File: config.mk
export PLATFORM = sky130hd
export DESIGN_NAME = write_logic_pkt_writer
export DESIGN_NICKNAME = d
export VERILOG_FILES = /design/src/rtl/write_logic_pkt_writer.sv
export SDC_FILE = /design/constraint.sdc
export NUM_CORES = 1
export LEC_CHECK = 0
export CORE_AREA = 2 2 85 87
export DETAILED_ROUTE_END_ITERATION = 7
export DIE_AREA = 0 0 87 89
export SETUP_SLACK_MARGIN = 0.2
export SLEW_MARGIN = 20
export SYNTH_ARGS = -nofsm -noshare
export SYNTH_HDL_FRONTEND = slang
export SYNTH_SLANG_ARGS = --single-unit
File: constraint.sdc
create_clock -name clk -period 3.6 [get_ports clk]
set_input_delay 0.54 -clock clk [delete_from_list [all_inputs] [get_ports clk]]
set_output_delay 0.54 -clock clk [all_outputs]
set_load 0.005 [all_outputs]
File: src/rtl/write_logic_pkt_writer.sv
// Write-side controller of the 4-line packet buffer: streams bytes into data RAM at {line,char},
// records each packet's last char in the tlast pointer array and tracks line occupancy.
module write_logic_pkt_writer #(
    parameter int D_WIDTH = 8,
    parameter int CHAR_W  = 11,
    parameter int LINE_W  = 2
) (
    input  logic                     clk,
    input  logic                     rst,
    input  logic [D_WIDTH-1:0]       s_axis_tdata,
    input  logic                     s_axis_tvalid,
    input  logic                     s_axis_tlast,
    output logic                     s_axis_tready,
    output logic                     data_we,
    output logic [LINE_W+CHAR_W-1:0] wr_ptr,
    output logic [D_WIDTH-1:0]       wr_data,
    output logic [LINE_W+CHAR_W-1:0] wr_ptr_rgs,
    output logic                     tlastarray_cs_rgs,
    output logic                     we_rgs,
    input  logic                     rd_line_release,
    output logic                     line_commit,
    output logic                     pkt_dropped,
    output logic [LINE_W:0]          lines_used
);
    localparam int              NUM_LINES  = 1 << LINE_W;
    localparam logic [LINE_W:0] LINES_FULL = NUM_LINES[LINE_W:0];
    localparam logic [CHAR_W-1:0] CHAR_MAX = {CHAR_W{1'b1}};

    typedef enum logic [1:0] {
        WAIT_LINE = 2'd0,
        WRITE     = 2'd1,
        COMMIT    = 2'd2,
        DROP      = 2'd3
    } state_t;

    state_t                     state_r;
    logic [LINE_W-1:0]          line_r;
    logic [CHAR_W-1:0]          char_r;
    logic [LINE_W:0]            lines_used_r;
    logic                       tready_r;
    logic [LINE_W+CHAR_W-1:0]   wr_ptr_rgs_r;
    logic                       commit_pulse_r;

    logic                       beat_s;
    logic                       commit_s;
    logic                       release_s;
    logic [LINE_W:0]            lines_next_s;

    // Handshake decode and next occupancy; a release against an empty buffer is ignored.
    always_comb begin
        beat_s       = s_axis_tvalid && tready_r;
        commit_s     = (state_r == COMMIT);
        release_s    = rd_line_release && (lines_used_r != {(LINE_W+1){1'b0}});
        lines_next_s = lines_used_r;
        if (commit_s && !release_s) begin
            lines_next_s = lines_used_r + (LINE_W+1)'(1'b1);
        end else if (!commit_s && release_s) begin
            lines_next_s = lines_used_r - (LINE_W+1)'(1'b1);
        end else begin
            lines_next_s = lines_used_r;
        end
    end

    // Byte writes go straight to RAM in the accepting cycle; drops are flagged on the closing beat.
    assign s_axis_tready     = tready_r;
    assign data_we           = beat_s && (state_r == WRITE);
    assign wr_ptr            = {line_r, char_r};
    assign wr_data           = data_we ? s_axis_tdata : {D_WIDTH{1'b0}};
    assign pkt_dropped       = beat_s && (state_r == DROP) && s_axis_tlast;
    assign wr_ptr_rgs        = wr_ptr_rgs_r;
    assign tlastarray_cs_rgs = commit_pulse_r;
    assign we_rgs            = commit_pulse_r;
    assign line_commit       = commit_pulse_r;
    assign lines_used        = lines_used_r;

    // Packet FSM with registered ready and tlast-array write strobes.
    always_ff @(posedge clk or posedge rst) begin
        if (rst) begin
            state_r        <= WAIT_LINE;
            line_r         <= {LINE_W{1'b0}};
            char_r         <= {CHAR_W{1'b0}};
            lines_used_r   <= {(LINE_W+1){1'b0}};
            tready_r       <= 1'b0;
            wr_ptr_rgs_r   <= {(LINE_W+CHAR_W){1'b0}};
            commit_pulse_r <= 1'b0;
        end else begin
            lines_used_r   <= lines_next_s;
            commit_pulse_r <= 1'b0;
            wr_ptr_rgs_r   <= {(LINE_W+CHAR_W){1'b0}};
            case (state_r)
                WAIT_LINE: begin
                    if (lines_used_r < LINES_FULL) begin
                        state_r  <= WRITE;
                        tready_r <= 1'b1;
                    end else begin
                        state_r  <= WAIT_LINE;
                        tready_r <= 1'b0;
                    end
                end
                WRITE: begin
                    if (beat_s) begin
                        if (s_axis_tlast) begin
                            state_r        <= COMMIT;
                            tready_r       <= 1'b0;
                            commit_pulse_r <= 1'b1;
                            wr_ptr_rgs_r   <= {line_r, char_r};
                        end else if (char_r == CHAR_MAX) begin
                            state_r <= DROP;
                        end else begin
                            char_r <= char_r + CHAR_W'(1'b1);
                        end
                    end
                end
                COMMIT: begin
                    line_r <= line_r + LINE_W'(1'b1);
                    char_r <= {CHAR_W{1'b0}};
                    if (lines_next_s < LINES_FULL) begin
                        state_r  <= WRITE;
                        tready_r <= 1'b1;
                    end else begin
                        state_r  <= WAIT_LINE;
                        tready_r <= 1'b0;
                    end
                end
                DROP: begin
                    // Oversize packet: swallow bytes until tlast, then restart the same line.
                    if (beat_s && s_axis_tlast) begin
                        char_r  <= {CHAR_W{1'b0}};
                        state_r <= WRITE;
                    end
                end
                default: begin
                    state_r  <= WAIT_LINE;
                    tready_r <= 1'b0;
                end
            endcase
        end
    end
endmodule

After elaboration in Yosys (flattened, before gate mapping). Cells that the tools add are included.

Register bits: 33. Latch bits: 0. RAM bits: 0. ROM bits: 0. Bits of input ports: 13. Output and inout bits: 43. Word-level logic and storage cells: 66. Memories: 0.

Add/subtract/negate cells: 4. Multipliers: 0. Divide/modulo/power cells: 0. Magnitude comparators: 2. Equality and inequality tests: 10. Shift operators: 0. Multiplexer cells: 26. Bitwise gates (word level): 0. Reductions and logical operators: 17.

Operators with widths (count): $mux W11 (4); $mux W13 (3); $pmux W11 S3 (1); $add A11 B1 Y11 const B (1); $eq A11 B11 Y1 const B (1); $mux W1 (9); $reduce_bool A3 Y1 (3); $logic_and A1 B1 Y1 (8); $mux W2 (4); $mux W8 (1); $ne A2 B2 Y1 const B (4); $pmux W2 S4 (1); $lt A3 B3 Y1 const B (2); $mux W3 (2); $reduce_and A3 Y1 (2); $reduce_and A5 Y1 (1); $eq A2 B2 Y1 const B (2); $add A3 B1 Y3 const B (1); $ne A3 B2 Y1 const B (1); $pmux W1 S3 (1); $sub A3 B1 Y3 const B (1); $add A2 B1 Y2 const B (1); $eq A2 B1 Y1 const B (1); $logic_not A1 Y1 (2); other kinds (2) (2).

Longest topological paths before layout.
Depth after elaboration: 8. Mapped depth: 10. Gate-level depth less buffers: 10.

Worst setup path after synthesis. Ideal clock, no wire load.

Path kind: register to output. Start point: register state_r[1]. End point: output wr_data[0]. Arrival time: 1.341 ns. Data required time: 3.060 ns. Path slack: 1.719 ns. Cell stages (with the launch flop): 7. Buffers on the path: 2. Cell sequence: dfrtp_1 -> inv_1 -> ha_1 -> buf_6 -> and3_1 -> clkbuf_1 -> and2_1.

Word-level cells in the longest chain between the ends: 3.

RTL lines: start, declared (line 36) `state_t state_r;`; start signal, assigned (line 79) `state_r <= WAIT_LINE;`; start signal, assigned (line 93) `state_r <= WRITE;`; start signal, assigned (line 96) `state_r <= WAIT_LINE;`; $eq A2 B1 Y1 (line 66) `assign data_we = beat_s && (state_r == WRITE);`; $logic_and A1 B1 Y1 (line 66); via data_we (line 14) `output logic data_we,`; $mux W8 (line 68) `assign wr_data = data_we ? s_axis_tdata : {D_WIDTH{1'b0}};`; end, declared (line 16) `output logic [D_WIDTH-1:0] wr_data,`.

The timed path passes the listed nets, and every way through them passes these cells.

Worst setup path in the final report.
Start point: register state_r[1]. End point: output wr_data[6].

Word-level cells in the longest chain between the ends: 3.

RTL lines (line): $eq A2 B1 Y1 (66); $logic_and A1 B1 Y1 (66); $mux W8 (68).

No other way between the ends.

==> flow_summary.ini <==
[run_status]
run_status = finished, final reports clean

[layout]
final_nets = 258
antennaDiodeCount = 0
drive_gt1_frac = 0.0636
area_delta_synth_final_pct = 34.5

[setup_path]
reg2regPathDepth = 9
r2r-end = state_r[0]
cpMaxStageDelayCell = and3_1
r2r-start = lines_used[0]
worst_path_largest_cell_delay_ns = 0.59
crit_fanout = 23
crit_arrival_ns = 2.47
crit_chain = inv_1 > ha_1 > and3_1 > and2_1 > clkdlybuf4s50_1
timing_worst_setup_path_type = register to primary output
required_ns = 3.06
r2r_slack_ns = 1.53
cp-end-kind = primary output
start_kind = register

[hold_path]
hp-class = register to register
whs_endpoint = line_r[1]
hold_path_depth = 1
min_from = line_r[1]

[synthesis]
synth_cell_type_count = 42
yosys-top-cells-area = dfrtp_1 44%, ha_1 6.7%, and3_1 6.3%
synth_warnings = 0
netlist_instances = 185
async_flop_share = 1.00
synth_edf_count = 0
synthAdderAreaFrac = 0.0668
synth_area_mm2 = 0.00187
synth_top_area_cell = dfrtp_1
netlist.area_leader.share = 0.441
syn_nets = 208
yosys_most_used_dff = dfrtp_1
synth_commonest_cells = 33 x dfrtp_1, 19 x and3_1, 14 x o31ai_1, 13 x inv_1, 12 x and2_1
synth_top_family_by_area = simple AND/OR/NAND/NOR gates
yosys.area_share.simple = 0.196
synth-compound-area-share = 0.190
synth_xor_area_frac = 0.00935
synth.mux.area_fraction = 0.0180
ys_ff_latch = 33
yosysMostFrequentCell = dfrtp_1
avgSynthCellArea_um2 = 10.1
ys_seq_area_frac = 0.441

[placed_design]
place_congestion = 0.817
place_hpwl_um = 3190
portBuffers = 55

[clock_network]
numCtsBuffers = 5
tritoncts = yes
cts_resized = 0
cts.clk_slew.worst_paths_ns = 0.06
cts.hold.buffers_added = 0
cts-root-buf = clkbuf_8
clk-insertion-delay-late_ns = 0.29
clock-sinks = 33
clockBufferDepth = 2
h-tree-depth = 2
post_cts_buffers = 0

[detailed_routing]
drcViolationCount = 0
viasPerCell = 5.06
ant_nets = 0
wl_per_cell_um = 14.1
finalWirelength_um = 4450
num_vias = 1598
dr.pass1.iters = 4
initialDrtViolationCount = 105

[global_route]
grt-busiest-layer = met2
grt_usage = 0.117
antenna_found_initial = 0
grt_pass1_vias = 1370
grt_overflow_total = 0
use_met2 = 0.173
grt_max_degree = 34
met1_usage = 0.157
grt_pass1_wl_um = 6960
met3_usage = 0.0342

[timing]
setup-tns-final_ns = 0
slew_headroom = 0.568
setup_viol_count_final = 0
tightest_slew_ns = 0.648
rsz0062_at_grt = false
layout_min_cycle_time_ns = 3.01
holdWs_ns = 0.493
fin_skew_ns = 0.00991
finalMaxSlewViolations = 0
hold_violations = 0
max_freq_ghz = 0.333
period_share = 0.835

[floorplanning]
start_util = 0.279
rows = 30
die_x_um = 87
die_y_um = 89
core_mm2 = 0.00672
io_pins = 56
fp.dieArea_mm2 = 0.00774

[pwr]
p_leak_nw = 1.13
vdd_drop_max_v = 0.000160
p_per_area_mw_per_mm2 = 334

[flow_run]
maxCapViolCount = 0
[where the power goes]
| part | internal [mW] | total [mW] | switching [mW] |
|---|---|---|---|
| clock network | 0.133 | 0.280 | 0.147 |
| logic | 0.0789 | 0.154 | 0.0750 |
| registers | 0.388 | 0.407 | 0.0192 |
| total | 0.600 | 0.841 | 0.241 |
[flip-flops by register name, summed over array words and instances (netlist names)]
name	flops
line_commit	1
s_axis_tready	1
line_r	2
state_r	2
char_r	11
lines_used	3
wr_ptr_rgs	13
[routing by layer]
| metal | up-vias | routed length (µm) |
|---|---|---|
| li1 | 770 | - |
| met3 | 10 | 341 |
| met1 | 751 | 2040 |
| met4 | 0 | 102 |
| met2 | 67 | 1960 |
| met5 | - | 0 |
[layout by cell type, fill, tap and decap left out, drive strengths merged]
cell type / Yosys / final
a221o: 1 / 1
clkbuf: 3 / 5
nand2: 10 / 10
a211oi: 2 / 2
nand3: 6 / 6
nand3b: 1 / 1
a31oi: 5 / 5
a41oi: 4 / 4
clkdlybuf4s50: 0 / 55
a21oi: 5 / 5
xnor2: 1 / 1
nor3b: 1 / 1
o22a: 1 / 1
o21a: 1 / 1
xor2: 1 / 1
a221oi: 1 / 1
nand4: 1 / 1
dfrtp: 33 / 33
clkinv: 0 / 2
nand2b: 2 / 2
a41o: 1 / 1
mux2i: 3 / 3
o21ai: 8 / 8
and4: 3 / 3
o31ai: 14 / 14
ha: 10 / 10
nor3: 1 / 1
or2: 1 / 1
and3: 19 / 19
and2: 12 / 12
nor2: 8 / 8
a22oi: 1 / 1
clkinvlp: 0 / 1
inv: 13 / 13
buf: 10 / 1
o41ai: 2 / 2
[worst max-delay path by stage]
stage	endpoint	cells after the start	slack, ns	start
6_report	wr_data[6]	5	0.59	state_r[1]
2_1_floorplan	wr_data[0]	6	1.72	state_r[1]
3_3_place_gp	wr_data[0]	4	0.69	s_axis_tvalid
5_1_grt	wr_data[6]	5	0.39	state_r[1]
4_1_cts	wr_data[6]	5	0.55	state_r[1]
3_5_place_dp	wr_data[6]	4	0.65	s_axis_tvalid
[cell families after synthesis]
family / after synthesis
compound gates: 46
xor+xnor: 2
fa+ha+maj: 10
buf+inv: 26
flops: 33
mux: 3
simple gates: 65
[per-stage QoR]
step | utilization | setup WS (ns) | power (mW) | cell area, µm² | instances
after floorplan | - | 1.72 | 0.499 | 1870 | 185
after global placement | 0.362 | 0.695 | 0.568 | 2430 | 308
after detailed placement | 0.362 | 0.652 | 0.572 | 2430 | 308
after CTS | 0.375 | 0.552 | 0.853 | 2520 | 316
after global routing | 0.375 | 0.390 | 0.884 | 2520 | 316
final | 0.375 | 0.595 | 0.841 | 2520 | 316
[worst max-delay path, delay by kind of cell (launching register included)]
kind / cells / cell delay, ns
and+or+nand+nor: 2 / 0.80
DFF: 1 / 0.42
buffers and inverters: 2 / 0.61
adders and majority gates: 1 / 0.36
[final cells by class]
| cell class | instances | area [µm²] |
|---|---|---|
| fillers | 674 | 4200 |
| multi-input cells | 126 | 900 |
| flip-flops and latches | 33 | 826 |
| repair buffers | 56 | 558 |
| well taps | 80 | 100 |
| clock buffers | 5 | 68.8 |
| inverters | 13 | 48.8 |
| clock inverters | 3 | 17.5 |
(Power assumes the default switching activity.)
